### config.mk
export PLATFORM = sky130hd
export DESIGN_NAME = pulse_stretcher
export DESIGN_NICKNAME = d
export VERILOG_FILES = /design/src/rtl/pulse_stretcher_pkg.sv /design/src/rtl/sat_updown_counter.sv /design/src/rtl/pulse_stretcher.sv
export SDC_FILE = /design/constraint.sdc
export NUM_CORES = 1
export LEC_CHECK = 0
export CAP_MARGIN = 5
export CORE_MARGIN = 1
export CORE_UTILIZATION = 50
export DETAILED_ROUTE_END_ITERATION = 10
export PLACE_DENSITY = 0.78
export SLEW_MARGIN = 20
export SYNTH_ARGS = -nofsm -noshare
export SYNTH_HDL_FRONTEND = slang
export SYNTH_SLANG_ARGS = --single-unit
### constraint.sdc
create_clock -name clk -period 2.5 [get_ports clk]
set_input_delay 0.5 -clock clk [delete_from_list [all_inputs] [get_ports clk]]
set_output_delay 0.5 -clock clk [all_outputs]
set_load 0.02 [all_outputs]
### src/rtl/pulse_stretcher_pkg.sv
// pulse_stretcher_pkg: shared FSM state encoding and constant helpers for the pulse stretcher
package pulse_stretcher_pkg;
    typedef enum logic [1:0] {
        S_IDLE = 2'd0,
        S_HIGH = 2'd1,
        S_GAP  = 2'd2
    } state_t;
    function automatic int max2(input int a, input int b);
        return (a > b) ? a : b;
    endfunction
endpackage

### src/rtl/sat_updown_counter.sv
// sat_updown_counter: W-bit up/down counter that saturates at all-ones and at zero
// Ports: clk/rst (sync, active-high), i_inc/i_dec step requests (both at once = hold),
//        o_count current value, o_at_max / o_at_zero saturation flags.
module sat_updown_counter #(
    parameter int W = 3
) (
    input  logic         clk,
    input  logic         rst,
    input  logic         i_inc,
    input  logic         i_dec,
    output logic [W-1:0] o_count,
    output logic         o_at_max,
    output logic         o_at_zero
);
    logic [W-1:0] r_count;
    assign o_count   = r_count;
    assign o_at_max  = &r_count;
    assign o_at_zero = ~|r_count;
    always_ff @(posedge clk) begin
        if (rst)
            r_count <= '0;
        else if (i_inc && !i_dec && !o_at_max)
            r_count <= r_count + 1'b1;
        else if (!i_inc && i_dec && !o_at_zero)
            r_count <= r_count - 1'b1;
    end
endmodule

### src/rtl/pulse_stretcher.sv
// pulse_stretcher: turns single-cycle events into HIGH_CYCLES-wide level pulses separated by GAP_CYCLES
// Ports: clk/rst (sync, active-high); i_pulse_in event input (each high cycle = one event);
//        i_clr_ovf clears the sticky overflow; o_level_out stretched output; o_busy = not idle;
//        o_pending queued events; o_overflow sticky drop indicator.
module pulse_stretcher #(
    parameter int HIGH_CYCLES = 4,
    parameter int GAP_CYCLES  = 2,
    parameter int PEND_W      = 3
) (
    input  logic              clk,
    input  logic              rst,
    input  logic              i_pulse_in,
    input  logic              i_clr_ovf,
    output logic              o_level_out,
    output logic              o_busy,
    output logic [PEND_W-1:0] o_pending,
    output logic              o_overflow
);
    import pulse_stretcher_pkg::*;
    localparam int CNT_W = $clog2(max2(HIGH_CYCLES, GAP_CYCLES) + 1);
    localparam logic [CNT_W-1:0] H_LD = CNT_W'(HIGH_CYCLES - 1);
    localparam logic [CNT_W-1:0] G_LD = CNT_W'(GAP_CYCLES - 1);
    state_t           r_state, w_next;
    logic [CNT_W-1:0] r_cnt, w_cnt_next;
    logic             r_level, r_busy, r_ovf;
    logic             w_acc, w_last_gap, w_inc, w_dec, w_at_max, w_at_zero, w_ovf_set;
    assign w_acc      = i_pulse_in && (r_state == S_HIGH || r_state == S_GAP);
    assign w_last_gap = (r_state == S_GAP) && (r_cnt == '0);
    assign w_dec      = w_last_gap && !w_at_zero;
    // An event on the last gap cycle with nothing queued starts the next window directly.
    assign w_inc      = w_acc && !(w_last_gap && w_at_zero);
    assign w_ovf_set  = w_inc && !w_dec && w_at_max;
    always_comb begin
        w_next     = S_IDLE;
        w_cnt_next = '0;
        case (r_state)
            S_IDLE: begin
                w_next     = i_pulse_in ? S_HIGH : S_IDLE;
                w_cnt_next = i_pulse_in ? H_LD : '0;
            end
            S_HIGH: begin
                w_next     = (r_cnt == '0) ? S_GAP : S_HIGH;
                w_cnt_next = (r_cnt == '0) ? G_LD : r_cnt - 1'b1;
            end
            S_GAP: begin
                w_next     = (r_cnt != '0) ? S_GAP : (!w_at_zero || i_pulse_in) ? S_HIGH : S_IDLE;
                w_cnt_next = (r_cnt != '0) ? r_cnt - 1'b1 : (!w_at_zero || i_pulse_in) ? H_LD : '0;
            end
            default: begin
                w_next     = S_IDLE;
                w_cnt_next = '0;
            end
        endcase
    end
    always_ff @(posedge clk) begin
        if (rst) begin
            r_state <= S_IDLE;
            r_cnt   <= '0;
            r_level <= 1'b0;
            r_busy  <= 1'b0;
            r_ovf   <= 1'b0;
        end else begin
            r_state <= w_next;
            r_cnt   <= w_cnt_next;
            r_level <= (w_next == S_HIGH);
            r_busy  <= (w_next != S_IDLE);
            r_ovf   <= w_ovf_set || (r_ovf && !i_clr_ovf);
        end
    end
    sat_updown_counter #(.W(PEND_W)) u_pending (
        .clk      (clk),
        .rst      (rst),
        .i_inc    (w_inc),
        .i_dec    (w_dec),
        .o_count  (o_pending),
        .o_at_max (w_at_max),
        .o_at_zero(w_at_zero)
    );
    assign o_level_out = r_level;
    assign o_busy      = r_busy;
    assign o_overflow  = r_ovf;
endmodule

==> metrics.yaml <==
grt_start_max_net_pins: 10
fillCellCount: 94
crit_arrival_ns: 2.42
ir_worst_vdd_mv: 0.4254
postCtsSetupRepairBufs: 0
first_iter_violations: 5
syn-cell-area_sq_um: 654.4
antenna_found_initial: 0
cts_sinks: 11
n_antenna_cell: 0
crit_type: "reg2reg"
power.density_nw_per_um2: 653.2
cts_buffers: 3
fin_crit_sh_pct: 89.86
hold_buffers: 0
fmax_mhz: 445.1
syn_area_per_cell_sq_um: 9.767
grt_overflow: 0
hpwl_um: 968.7
period_minus_slack_ns: 2.247
cp-startpoint: "r_state[0]"
final.setup_skew_ns: 0.008176
seq_area_frac_synth_pct: 33.65
yosysWarnings: 0
io_pins: 10
reg2reg_slack_ns: 0.25
cts-resized-gates: 0
final_hold_viol_count: 0
ant_nets: 0
grt_pass1_wl_mm: 1.980
p_leak_nw: 0.3331
worst_pin_slew_ns: 0.3127
hold_path_depth: 2
multi_input_area_sq_um: 411.6
dr.pass1.iters: 2
hold_path.class: "reg2reg"
wl_mm: 1.234
core_sq_um: 1156
gp_congestion: 0.7475
timing.slew.headroom_pct: 79.08
cp.required_ns: 2.67
hp-start: "o_overflow"
synthCells: 67
rsz0062_at_grt: "no"
p_total_uw: 522.2
grt_usage_pct: 20.96
port_buffers: 9
hold_path_end: "o_overflow"
worst_setup_path_start_kind: "flip-flop"
die_h_um: 38.18
insertion_delay_ns: 0.28
syn_to_final_growth_pct: 22.18
grt_pass1_vias: 447
clkTransAtPathRegs_ns: 0.07
dp.cells: 91
wl_per_cell_um: 12.99
setup_viol: 0
start_util_pct: 56.60
ff2ff_path_depth: 9
cp_max_fo: 4
viasPerCell: 5.232
clockRootBuffer: "clkbuf_4"
rr_startpoint: "r_state[0]"
ff_latch_area_sq_um: 220.2
drv_cap: 0
finalNonFillerCells: 95
clockBufferDepth: 2
vias: 497
final_layout_size_suffix_gt1_share_pct: 16.05
fin_nets: 94
synth.distinct_cells: 31
cts_max_level: 1
slew_violations: 0
r2r_end: "u_pending.o_count[2]"
rows: 12
fin_hold_ws_ns: 0.4755
synth_seq_cells: 11
die_x_um: 38.18
die-area_sq_um: 1457
cts_tree: "yes"
syn-num-nets: 79
crit_path_end_kind: "flip-flop"
run_status: "complete, no violations"
remaining_drc_errors: 0
tns_ns: 0
==> worst max-delay path by stage <==
| stage | end | slack (ns) | cells after the start |
|---|---|---|---|
| final | u_pending.o_count[2] | 0.25 | 9 |
| after global routing | u_pending.o_count[2] | 0.14 | 9 |
| after CTS | u_pending.o_count[2] | 0.26 | 9 |
| after detailed placement | u_pending.o_count[2] | 0.07 | 8 |
| after global placement | u_pending.o_count[2] | 0.12 | 8 |
| after floorplan | u_pending.o_count[2] | 0.38 | 9 |
==> cell type report <==
| class | instances | share of cell area, % |
|---|---|---|
| Tap cell | 14 | 2.191 |
| Inverter | 5 | 2.347 |
| Multi-Input combinational cell | 50 | 51.49 |
| Timing Repair Buffer | 11 | 13.15 |
| Clock buffer | 4 | 3.286 |
| Sequential cell | 11 | 27.54 |
==> synthesized netlist by cell type <==
cell type	instances	area, sq um
mux2_4	1	15.01
and2b_1	1	7.510
nand2_1	1	3.750
and3_4	1	11.26
nor4_2	1	12.51
a22oi_2	1	12.51
a21oi_1	3	15.01
nor3b_4	1	18.77
mux2_1	1	11.26
nor2b_1	3	18.77
dfxtp_1	11	220.2
a21boi_0	2	15.01
a21oi_2	1	8.760
nand3b_1	1	7.510
o21ai_0	1	5.000
nor3_1	2	10.01
clkbuf_1	1	3.750
mux2i_1	2	20.02
or3b_2	1	8.760
o22ai_1	1	6.260
inv_1	5	18.77
o21a_1	2	15.01
nand4_1	1	6.260
nand2_2	1	6.260
o211a_1	1	10.01
nand2b_1	4	25.02
fa_1	1	20.02
or2_1	1	6.260
ha_1	7	87.58
o21ai_1	1	5.000
nor2_1	6	22.52
==> placed cells by master (no fill, tap or decap), types with 2 or more instances in the layout <==
| cell | Yosys | layout |
|---|---|---|
| buf_4 | 0 | 2 |
| inv_1 | 5 | 5 |
| mux2i_1 | 2 | 2 |
| clkbuf_4 | 0 | 3 |
| nor2b_1 | 3 | 3 |
| o21a_1 | 2 | 2 |
| a21boi_0 | 2 | 2 |
| nor3_1 | 2 | 2 |
| dfxtp_1 | 11 | 11 |
| a21oi_1 | 3 | 3 |
| nand2b_1 | 4 | 4 |
| nor2_1 | 6 | 6 |
| ha_1 | 7 | 7 |
| clkdlybuf4s50_1 | 0 | 9 |
==> where the power goes <==
part | switching (mW) | leakage, nW | internal, mW
combinational | 0.0928 | 0.228 | 0.0883
clock | 0.0616 | 0.0150 | 0.0620
sequential | 0.0202 | 0.0903 | 0.197
total | 0.175 | 0.333 | 0.348
==> per-layer routing <==
metal	global-route usage [%]	up-vias	wire length, um
met3	9.302	3	62
met1	25.36	226	559
li1	-	259	-
met5	0	-	0
met4	8.036	0	18
met2	32.20	9	594
==> state kept, by name, indices dropped and copies added, names as in the netlist <==
signal             count
u_pending.o_count      3
o_overflow             1
o_busy                 1
r_state                2
o_level_out            1
r_cnt                  3
==> metrics by stage <==
stage	util, %	setup WS, ns	cell area (sq um)
final	69.16	0.2534	799.5
after global routing	69.16	0.1401	799.5
after CTS	69.16	0.2554	799.5
after detailed placement	66.88	0.07287	773.2
after global placement	66.88	0.1156	773.2
after floorplan	-	0.3824	654.4
==> cells by family (layout without fill, tap and decap cells) <==
logic type	Yosys count	count (layout)	synth area share, %
AO/OA/AOI/OAI	13	13	14.15
buffers and inverters	6	20	3.441
multiplexers	4	4	7.074
flip-flops	11	11	33.65
adder cells (fa/ha/maj)	8	8	16.44
AND/OR/NAND/NOR	25	25	25.24
==> critical path, cell delays in order (launching register included) <==
cell	delay [ns]
dfxtp_1	0.36
inv_1	0.10
ha_1	0.25
nand3b_1	0.17
nor3b_4	0.23
inv_1	0.07
fa_1	0.40
a21oi_1	0.17
a22oi_2	0.08
mux2_4	0.30
Note: power is estimated with default switching activity, not from simulation.
